--- src/rtl/mips_multicycle_control_if.sv ---
// Control <-> datapath/memory bundle for the multicycle MIPS32 controller.
// exc exists only when MIPS_MC_CTRL_ILLEGAL_EXC_EN is defined.
interface mips_multicycle_control_if #(parameter int ALUCTL_W = 4);
  logic [5:0]          Opcode;
  logic [5:0]          funct;
  logic [4:0]          shamt;
  logic                mem_ready;
  logic                mem_req;
  logic                MemWrite;
  logic                IorD;
  logic                IRWrite;
  logic                PCWrite;
  logic                Branch;
  logic [1:0]          PCSrc;
  logic                ALUSrcA;
  logic [1:0]          ALUSrcB;
  logic [ALUCTL_W-1:0] ALUControl;
  logic                RegWrite;
  logic [1:0]          RegDst;
  logic [1:0]          MemToReg;
  logic                mem_err;
  logic [3:0]          state_o;
`ifdef MIPS_MC_CTRL_ILLEGAL_EXC_EN
  logic                exc;
`endif

  modport master (
    input  Opcode, funct, shamt, mem_ready,
    output mem_req, MemWrite, IorD, IRWrite, PCWrite, Branch, PCSrc,
           ALUSrcA, ALUSrcB, ALUControl, RegWrite, RegDst, MemToReg,
           mem_err, state_o
`ifdef MIPS_MC_CTRL_ILLEGAL_EXC_EN
    , output exc
`endif
  );

  modport slave (
    output Opcode, funct, shamt, mem_ready,
    input  mem_req, MemWrite, IorD, IRWrite, PCWrite, Branch, PCSrc,
           ALUSrcA, ALUSrcB, ALUControl, RegWrite, RegDst, MemToReg,
           mem_err, state_o
`ifdef MIPS_MC_CTRL_ILLEGAL_EXC_EN
    , input exc
`endif
  );
endinterface

--- src/rtl/mips_multicycle_control.sv ---
// Moore-FSM control unit for a shared-memory multicycle MIPS32 datapath.
// Optional MIPS_MC_CTRL_ILLEGAL_EXC_EN: undecoded opcodes trap (state 15, exc).
module mips_multicycle_control #(
  parameter int ALUCTL_W    = 4,
  parameter int MEM_TIMEOUT = 15
) (
  input logic                         clk,
  input logic                         rst_n,
  mips_multicycle_control_if.master   bus
);
  localparam logic [3:0] S_IDLE = 4'd0,  S_FETCH = 4'd1,  S_DECODE = 4'd2,
                         S_MEMADR = 4'd3, S_MEMRD = 4'd4, S_MEMWB = 4'd5,
                         S_MEMWR = 4'd6, S_EXEC = 4'd7,   S_ALUWB = 4'd8,
                         S_BRANCH = 4'd9, S_ADDIEX = 4'd10, S_ADDIWB = 4'd11,
                         S_JAL = 4'd12,  S_JR = 4'd13,    S_HALT = 4'd14,
                         S_TRAP = 4'd15;

  localparam logic [5:0] OP_R = 6'b000000, OP_LW = 6'b100011, OP_SW = 6'b101011,
                         OP_BEQ = 6'b000100, OP_ADDI = 6'b001000,
                         OP_JAL = 6'b000011, OP_SP3 = 6'b011111;
  localparam logic [5:0] F_JR = 6'b001000;

  localparam logic [3:0] A_AND = 4'b0000, A_OR = 4'b0001, A_ADD = 4'b0010,
                         A_SUB = 4'b0110, A_SLT = 4'b0111,
                         A_QB = 4'b1000, A_QBS = 4'b1001;

  localparam int CNT_W = (MEM_TIMEOUT < 1) ? 1 : $clog2(MEM_TIMEOUT + 1);

  logic [3:0]       st, nxt;
  logic [CNT_W-1:0] cnt;
  logic             err;
  logic             mem_wait, tmo;
  logic [3:0]       alu4;
  logic             alu_nop;

  // Function decode for EXEC/ALUWB; anything unrecognised is a NOP (no writeback)
  always_comb begin
    alu4    = A_AND;
    alu_nop = 1'b1;
    if (bus.Opcode == OP_R) begin
      alu_nop = 1'b0;
      case (bus.funct)
        6'b100000: alu4 = A_ADD;
        6'b100010: alu4 = A_SUB;
        6'b100100: alu4 = A_AND;
        6'b100101: alu4 = A_OR;
        6'b101010: alu4 = A_SLT;
        default:   alu_nop = 1'b1;
      endcase
    end else if (bus.Opcode == OP_SP3 && bus.funct == 6'b010000) begin
      if (bus.shamt == 5'd0) begin
        alu4 = A_QB;  alu_nop = 1'b0;
      end else if (bus.shamt == 5'd4) begin
        alu4 = A_QBS; alu_nop = 1'b0;
      end
    end
  end

  assign mem_wait = (st == S_FETCH || st == S_MEMRD || st == S_MEMWR) && !bus.mem_ready;
  assign tmo      = (MEM_TIMEOUT != 0) && mem_wait && (cnt == CNT_W'(MEM_TIMEOUT));

  always_comb begin
    nxt = st;
    case (st)
      S_IDLE:   nxt = S_FETCH;
      S_FETCH:  if (bus.mem_ready) nxt = S_DECODE;
      S_DECODE: begin
        case (bus.Opcode)
          OP_LW, OP_SW: nxt = S_MEMADR;
          OP_R:         nxt = (bus.funct == F_JR) ? S_JR : S_EXEC;
          OP_SP3:       nxt = S_EXEC;
          OP_BEQ:       nxt = S_BRANCH;
          OP_ADDI:      nxt = S_ADDIEX;
          OP_JAL:       nxt = S_JAL;
`ifdef MIPS_MC_CTRL_ILLEGAL_EXC_EN
          default:      nxt = S_TRAP;
`else
          default:      nxt = S_FETCH;
`endif
        endcase
      end
      S_MEMADR: nxt = (bus.Opcode == OP_SW) ? S_MEMWR : S_MEMRD;
      S_MEMRD:  if (bus.mem_ready) nxt = S_MEMWB;
      S_MEMWR:  if (bus.mem_ready) nxt = S_FETCH;
      S_EXEC:   nxt = S_ALUWB;
      S_ADDIEX: nxt = S_ADDIWB;
      S_HALT:   nxt = S_HALT;
      default:  nxt = S_FETCH;
    endcase
    if (tmo) nxt = S_HALT;
  end

  // Counter restarts on any state change, so every memory-state entry sees zero
  always_ff @(posedge clk) begin
    if (!rst_n) begin
      st  <= S_IDLE;
      cnt <= '0;
      err <= 1'b0;
    end else begin
      st <= nxt;
      if (nxt != st)     cnt <= '0;
      else if (mem_wait) cnt <= cnt + CNT_W'(1);
      if (tmo) err <= 1'b1;
    end
  end

  // IRWrite/PCWrite stay up for all of FETCH; the datapath qualifies them with mem_ready
  always_comb begin
    bus.mem_req    = 1'b0;
    bus.MemWrite   = 1'b0;
    bus.IorD       = 1'b0;
    bus.IRWrite    = 1'b0;
    bus.PCWrite    = 1'b0;
    bus.Branch     = 1'b0;
    bus.PCSrc      = 2'b00;
    bus.ALUSrcA    = 1'b0;
    bus.ALUSrcB    = 2'b00;
    bus.ALUControl = '0;
    bus.RegWrite   = 1'b0;
    bus.RegDst     = 2'b00;
    bus.MemToReg   = 2'b00;
`ifdef MIPS_MC_CTRL_ILLEGAL_EXC_EN
    bus.exc        = 1'b0;
`endif
    case (st)
      S_FETCH: begin
        bus.mem_req = 1'b1; bus.IRWrite = 1'b1; bus.PCWrite = 1'b1;
        bus.ALUSrcB = 2'b01; bus.ALUControl = ALUCTL_W'(A_ADD);
      end
      S_DECODE: begin
        bus.ALUSrcB = 2'b11; bus.ALUControl = ALUCTL_W'(A_ADD);
      end
      S_MEMADR, S_ADDIEX: begin
        bus.ALUSrcA = 1'b1; bus.ALUSrcB = 2'b10; bus.ALUControl = ALUCTL_W'(A_ADD);
      end
      S_MEMRD: begin
        bus.mem_req = 1'b1; bus.IorD = 1'b1;
      end
      S_MEMWB: begin
        bus.RegWrite = 1'b1; bus.MemToReg = 2'b01;
      end
      S_MEMWR: begin
        bus.mem_req = 1'b1; bus.MemWrite = 1'b1; bus.IorD = 1'b1;
      end
      S_EXEC: begin
        bus.ALUSrcA = 1'b1; bus.ALUControl = ALUCTL_W'(alu4);
      end
      S_ALUWB: begin
        bus.RegWrite = !alu_nop; bus.RegDst = 2'b01;
      end
      S_BRANCH: begin
        bus.ALUSrcA = 1'b1; bus.ALUControl = ALUCTL_W'(A_SUB);
        bus.Branch = 1'b1; bus.PCSrc = 2'b01;
      end
      S_ADDIWB: bus.RegWrite = 1'b1;
      S_JAL: begin
        bus.PCWrite = 1'b1; bus.PCSrc = 2'b10; bus.RegWrite = 1'b1;
        bus.RegDst = 2'b10; bus.MemToReg = 2'b10;
      end
      S_JR: begin
        bus.PCWrite = 1'b1; bus.PCSrc = 2'b11;
      end
`ifdef MIPS_MC_CTRL_ILLEGAL_EXC_EN
      S_TRAP: begin
        bus.PCWrite = 1'b1; bus.PCSrc = 2'b10; bus.exc = 1'b1;
      end
`endif
      default: ;
    endcase
  end

  assign bus.mem_err = err;
  assign bus.state_o = st;
endmodule
--- src/flat_wrapper.sv ---
// flat-port wrapper written by rule: the top's interface ports become plain ports
module mips_multicycle_control_flat 
#(
  parameter int ALUCTL_W    = 4,
  parameter int MEM_TIMEOUT = 15
)
  (clk, rst_n, bus_Opcode, bus_funct, bus_shamt, bus_mem_ready, bus_mem_req, bus_MemWrite, bus_IorD, bus_IRWrite, bus_PCWrite, bus_Branch, bus_PCSrc, bus_ALUSrcA, bus_ALUSrcB, bus_ALUControl, bus_RegWrite, bus_RegDst, bus_MemToReg, bus_mem_err, bus_state_o);
  mips_multicycle_control_if #(.ALUCTL_W(ALUCTL_W)) bus_i ();
  input logic clk;
  input logic rst_n;
  input wire logic [$bits(bus_i.Opcode)-1:0] bus_Opcode;
  input wire logic [$bits(bus_i.funct)-1:0] bus_funct;
  input wire logic [$bits(bus_i.shamt)-1:0] bus_shamt;
  input wire logic [$bits(bus_i.mem_ready)-1:0] bus_mem_ready;
  output wire logic [$bits(bus_i.mem_req)-1:0] bus_mem_req;
  output wire logic [$bits(bus_i.MemWrite)-1:0] bus_MemWrite;
  output wire logic [$bits(bus_i.IorD)-1:0] bus_IorD;
  output wire logic [$bits(bus_i.IRWrite)-1:0] bus_IRWrite;
  output wire logic [$bits(bus_i.PCWrite)-1:0] bus_PCWrite;
  output wire logic [$bits(bus_i.Branch)-1:0] bus_Branch;
  output wire logic [$bits(bus_i.PCSrc)-1:0] bus_PCSrc;
  output wire logic [$bits(bus_i.ALUSrcA)-1:0] bus_ALUSrcA;
  output wire logic [$bits(bus_i.ALUSrcB)-1:0] bus_ALUSrcB;
  output wire logic [$bits(bus_i.ALUControl)-1:0] bus_ALUControl;
  output wire logic [$bits(bus_i.RegWrite)-1:0] bus_RegWrite;
  output wire logic [$bits(bus_i.RegDst)-1:0] bus_RegDst;
  output wire logic [$bits(bus_i.MemToReg)-1:0] bus_MemToReg;
  output wire logic [$bits(bus_i.mem_err)-1:0] bus_mem_err;
  output wire logic [$bits(bus_i.state_o)-1:0] bus_state_o;
  assign bus_i.Opcode = bus_Opcode;
  assign bus_i.funct = bus_funct;
  assign bus_i.shamt = bus_shamt;
  assign bus_i.mem_ready = bus_mem_ready;
  assign bus_mem_req = bus_i.mem_req;
  assign bus_MemWrite = bus_i.MemWrite;
  assign bus_IorD = bus_i.IorD;
  assign bus_IRWrite = bus_i.IRWrite;
  assign bus_PCWrite = bus_i.PCWrite;
  assign bus_Branch = bus_i.Branch;
  assign bus_PCSrc = bus_i.PCSrc;
  assign bus_ALUSrcA = bus_i.ALUSrcA;
  assign bus_ALUSrcB = bus_i.ALUSrcB;
  assign bus_ALUControl = bus_i.ALUControl;
  assign bus_RegWrite = bus_i.RegWrite;
  assign bus_RegDst = bus_i.RegDst;
  assign bus_MemToReg = bus_i.MemToReg;
  assign bus_mem_err = bus_i.mem_err;
  assign bus_state_o = bus_i.state_o;
  mips_multicycle_control #(.ALUCTL_W(ALUCTL_W), .MEM_TIMEOUT(MEM_TIMEOUT)) u_core (.clk(clk), .rst_n(rst_n), .bus(bus_i));
endmodule
--- config.mk ---
export PLATFORM = sky130hd
export DESIGN_NAME = mips_multicycle_control_flat
export DESIGN_NICKNAME = d
export VERILOG_FILES = /design/src/rtl/mips_multicycle_control_if.sv /design/src/rtl/mips_multicycle_control.sv /design/src/flat_wrapper.sv
export SDC_FILE = /design/constraint.sdc
export NUM_CORES = 1
export LEC_CHECK = 0
export CAP_MARGIN = 20
export CORE_MARGIN = 8
export CORE_UTILIZATION = 47
export DETAILED_ROUTE_END_ITERATION = 16
export HOLD_SLACK_MARGIN = 0.05
export PLACE_DENSITY = 0.85
export SYNTH_ARGS = -nofsm -noshare
export SYNTH_HDL_FRONTEND = slang
export SYNTH_SLANG_ARGS = --single-unit
--- constraint.sdc ---
create_clock -name clk -period 5.7 [get_ports clk]
set_input_delay 0.57 -clock clk [delete_from_list [all_inputs] [get_ports clk]]
set_output_delay 0.57 -clock clk [all_outputs]
set_load 0.005 [all_outputs]
# Word level (Yosys, flattened, before mapping)
# Index checks and enable logic that the tools add are counted.
# op_classes
add_sub_neg	1
mul	0
div_mod_pow	0
magnitude_cmp	0
eq_ne	30
n_shift	0
mux	31
n_bitwise	1
n_reduce_logical	19
# ops
operator	n
$eq 6x6->1 const B	7
$mux 4	9
$eq 4x4->1 const B	8
$pmux 4 s8	1
$pmux 4 s6	1
$eq 4x3->1 const B	4
$eq 6x4->1 const B	2
$eq 6x5->1 const B	2
$mux 1	12
$pmux 2 s3	2
$pmux 3 s4	1
$pmux 4 s3	1
$reduce_or 3->1	3
$eq 4x2->1 const B	2
$pmux 2 s2	2
$reduce_or 2->1	4
$reduce_or 4->1	2
$eq 6x2->1 const B	1
$eq 6x3->1 const B	1
$logic_not 6->1	1
$eq 5x3->1 const B	1
$logic_not 5->1	1
$reduce_or 5->1	1
$add 4x1->4 const B	1
8 further kinds	12
# totals
register_bits	9
latch_bits	0
ram_bits	0
rom_bits	0
output_inout_bits	25
word_cells	85
memories	0

# Longest topological paths before layout
# depth
depth_word	8
ltp_mapped	7
mapped_depth_nobuf	7

# Worst setup path before layout
# No wires, ideal clock.
# synth_path
path_type	input port to output port
start	input bus_funct[0]
end	output bus_ALUControl[0]
t_arrival_ns	1.762
required_time_ns	5.130
path_slack_ns	3.368
stages	6
n_path_buf	0
path_cell_list	or3_1 nor4b_1 nand4_1 nor3_1 nand2_1 o21ai_1
# synth_between
elab_chain_cells	5
word_cells_on_any_way	10
classes_between	eq/ne (5); mux (4); reduce/logical (1)
# synth_rtl
element	line	rtl
from (decl)	flat_wrapper.sv:12	input wire logic [$bits(bus_i.funct)-1:0] bus_funct;
parallel branches: the longest is 3 deep, another holds $eq 6x6->1	-	
$mux 4 (*)	mips_multicycle_control.sv:40	if (bus.Opcode == OP_R) begin
$pmux 4 s3 (*)	mips_multicycle_control.sv:125	case (st)
to (decl)	flat_wrapper.sv:24	output wire logic [$bits(bus_i.ALUControl)-1:0] bus_ALUControl;
# Mark *: on every way between the ends.

# Worst setup path after layout
# layout_path
start	input bus_Opcode[3]
end	output bus_RegWrite
# layout_between
elab_chain_cells	6
word_cells_on_any_way	7
classes_between	eq/ne (1); mux (3); reduce/logical (3)
# layout_rtl
element	line	rtl
from (decl)	flat_wrapper.sv:11	input wire logic [$bits(bus_i.Opcode)-1:0] bus_Opcode;
$eq 6x5->1	mips_multicycle_control.sv:50	end else if (bus.Opcode == OP_SP3 && bus.funct == 6'b010000) begin
$logic_and 1x1->1	mips_multicycle_control.sv:50	
$mux 1	mips_multicycle_control.sv:50	
$mux 1 (*)	mips_multicycle_control.sv:40	
$logic_not 1->1 (*)	mips_multicycle_control.sv:149	bus.RegWrite = !alu_nop; bus.RegDst = 2'b01;
$pmux 1 s2 (*)	mips_multicycle_control.sv:125	
to (decl)	flat_wrapper.sv:25	output wire logic [$bits(bus_i.RegWrite)-1:0] bus_RegWrite;
# Every way passes the cells marked *; elsewhere a longest branch is shown, timed or not.

==> metrics.cfg <==
[routing]
remaining_drc_errors=0
antenna_left=0
wl_um=3670
first_iter_violations=122
first_pass_iters=4
routedWlPerCell_um=16.0
vias=1382
viasPerCell=6.01

[placed_design]
place_hpwl_um=2830
gp_congestion=0.856
pre_cts_slack_ps=2260
dpl.cell_count=226
io_buffer_count=44
placed_area_um2=1580

[clock_tree]
postCtsSetupBuffers=0
cts.repair.resized=0
numCtsBuffers=3
clkSinkCount=9
cts_max_level=1
hold_buffers=0
worstSkewPairLatency_ps=270
path_clk_slew_ps=70
cts_root_buffer=clkbuf_4
tritoncts=done
clockBufferDepth=2

[worst_hold_path]
hp-class=reg2reg
hold_path_startpoint=u_core.bus.mem_err

[logic_synthesis]
synth_edf_count=0
syn_inst=162
syn_area_per_cell_um2=7.15
synth_area_um2=1160
synth_warnings=0
ys.flop_type=dfxtp_1
syn_nets=183
ys_async_sr_fraction_pct=0
ys_seq_area_share_pct=15.6
synth_cell_types=61
ys_ff_latch=9

[sta]
min_period_ps=3460
setup-violations-final=0
max_freq_mhz=289
drv_slew=0
rsz0062_at_grt=no
tightest_slew_ps=729
finalCritPeriodShare_pct=60.6
slew_headroom_pct=51.3
fin_skew_ps=3.42
setup_slack_ps=2240
finalHoldViolations=0
fin_tns_setup_ps=0

[layout]
final_common_cell=clkdlybuf4s50_1
design_area_um2=1610
drive_gt1_share_pct=13.0
num_antenna_cells=0
syn2layout_area_growth_pct=38.7
final_cells=230
nNetsFinal=222
fillers=207
final_cell_mix=44 x clkdlybuf4s50_1, 18 x nand2_1, 17 x nor2_1, 10 x nor3_1, 9 x dfxtp_1

[pwr]
leakage_uw=0.000557
finalPower_uw=193
power.density_nw_per_um2=120
pwr-share-clk_pct=26.8
switching_share_pct=32.8
seqPwrFrac_pct=36.9
pwr-share-comb_pct=36.3
ir_worst_vdd_mv=0.159
internal_power_uw=129
p_switching_uw=63.1

[worst_setup_path]
end_kind=output port
critPathLaunchType=input pin
path_class=in2out
crit_arrival_ps=2890
critPathMaxFanout=10
required_ps=5130
crit_chain=clkdlybuf4s50_1 > nor3_1 > nand3b_1 > nor3b_1 > o211ai_1 > nand3_1 > a32o_1 > clkdlybuf4s50_1
slowest_delay_ps=580
startpoint=bus_Opcode[3]
reg2reg_slack_ps=2930
cpMostUsedCell=clkdlybuf4s50_1
r2r_start=u_core.bus.state_o[1]
slowest_stage=clkdlybuf4s50_1

[grt]
grt_usage_pct=17.4
grt_antenna_before_repair=0
grt_remaining_overflow=0
grt_max_degree=25
grt_pass1_vias=1335
grt_pass1_wl_um=6220

[die]
io_pins=45
die_w_um=65.7
die_area_um2=4310
start_util_pct=48.1
coreArea_um2=2410
rows=18
die_y_um=65.7

[run]
max_cap_violations=0

[status]
status=completed

## flip-flops by register name (all words and copies together), names as in the netlist
| name | flops |
|---|---|
| u_core.bus.mem_err | 1 |
| u_core.cnt | 4 |
| u_core.bus.state_o | 4 |
## power by group through the flow
| stage | clock network [µW] | registers (µW) | logic, µW |
|---|---|---|---|
| floorplan | 0 | 67.1 | 41.7 |
| global placement | 0 | 72.2 | 67.6 |
| detailed placement | 0 | 72.4 | 69.2 |
| CTS | 52.5 | 70.9 | 69.8 |
| global route | 54.7 | 71.9 | 76.1 |
| finish | 51.5 | 71.1 | 69.9 |
## cell usage after synthesis, types with 5 or more instances
library cell,number,area (µm²)
nand2_1,18,67.6
nor2_1,17,63.8
nor3_1,10,50.1
dfxtp_1,9,180
a21oi_1,7,35.0
o21ai_0,6,30.0
inv_1,5,18.8
nand2b_1,5,31.3
nand4_1,5,31.3
## cell type report
type	count	area, µm²	area share, %
Timing Repair Buffer	44	440	27.4
Clock inverter	1	5.00	0.312
Clock buffer	3	22.5	1.40
Multi-Input combinational cell	137	896	55.8
Sequential cell	9	180	11.2
Tap cell	30	37.5	2.34
Inverter	6	25.0	1.56
## path summary, 6_finish.rpt
path | cells after the start | to
max reg2reg | 6 | u_core.cnt[3]
max | 8 | bus_RegWrite
min | 2 | u_core.bus.mem_err
min reg2reg | 2 | u_core.bus.mem_err
## layer usage
layer / vias to the layer above / GRT usage, % / wire, µm
met5: - / 0 / 0
li1: 679 / - / -
met1: 644 / 20.3 / 1510
met2: 54 / 29.7 / 1830
met4: 0 / 6.27 / 42
met3: 5 / 4.25 / 285
## logic make-up (layout without fill, tap and decap cells)
kind of cell    Yosys count  in the layout  synth area share [%]
flops                     9              9                  15.6
simple gates             89             89                  44.1
compound gates           36             36                  22.8
mux                       7              7                  6.37
fa+ha+maj                 1              1                  1.08
buf+inv                  16             54                  7.13
xor+xnor                  4              4                  3.02
## worst max-delay path: cells and delay by family
kind,cells,cell delay (ps)
and+or+nand+nor,4,930
buffers and inverters,2,1100
AOI/OAI and AO/OA,2,290
## through the flow
step                      hold slack, ps  util, %
after detailed placement             472     65.5
after global placement               469     65.5
after floorplan                      465        -
after global routing                 526     66.7
final                                487     66.7
after CTS                            487     66.7
No activity file was read; power rests on OpenSTA's default activity.
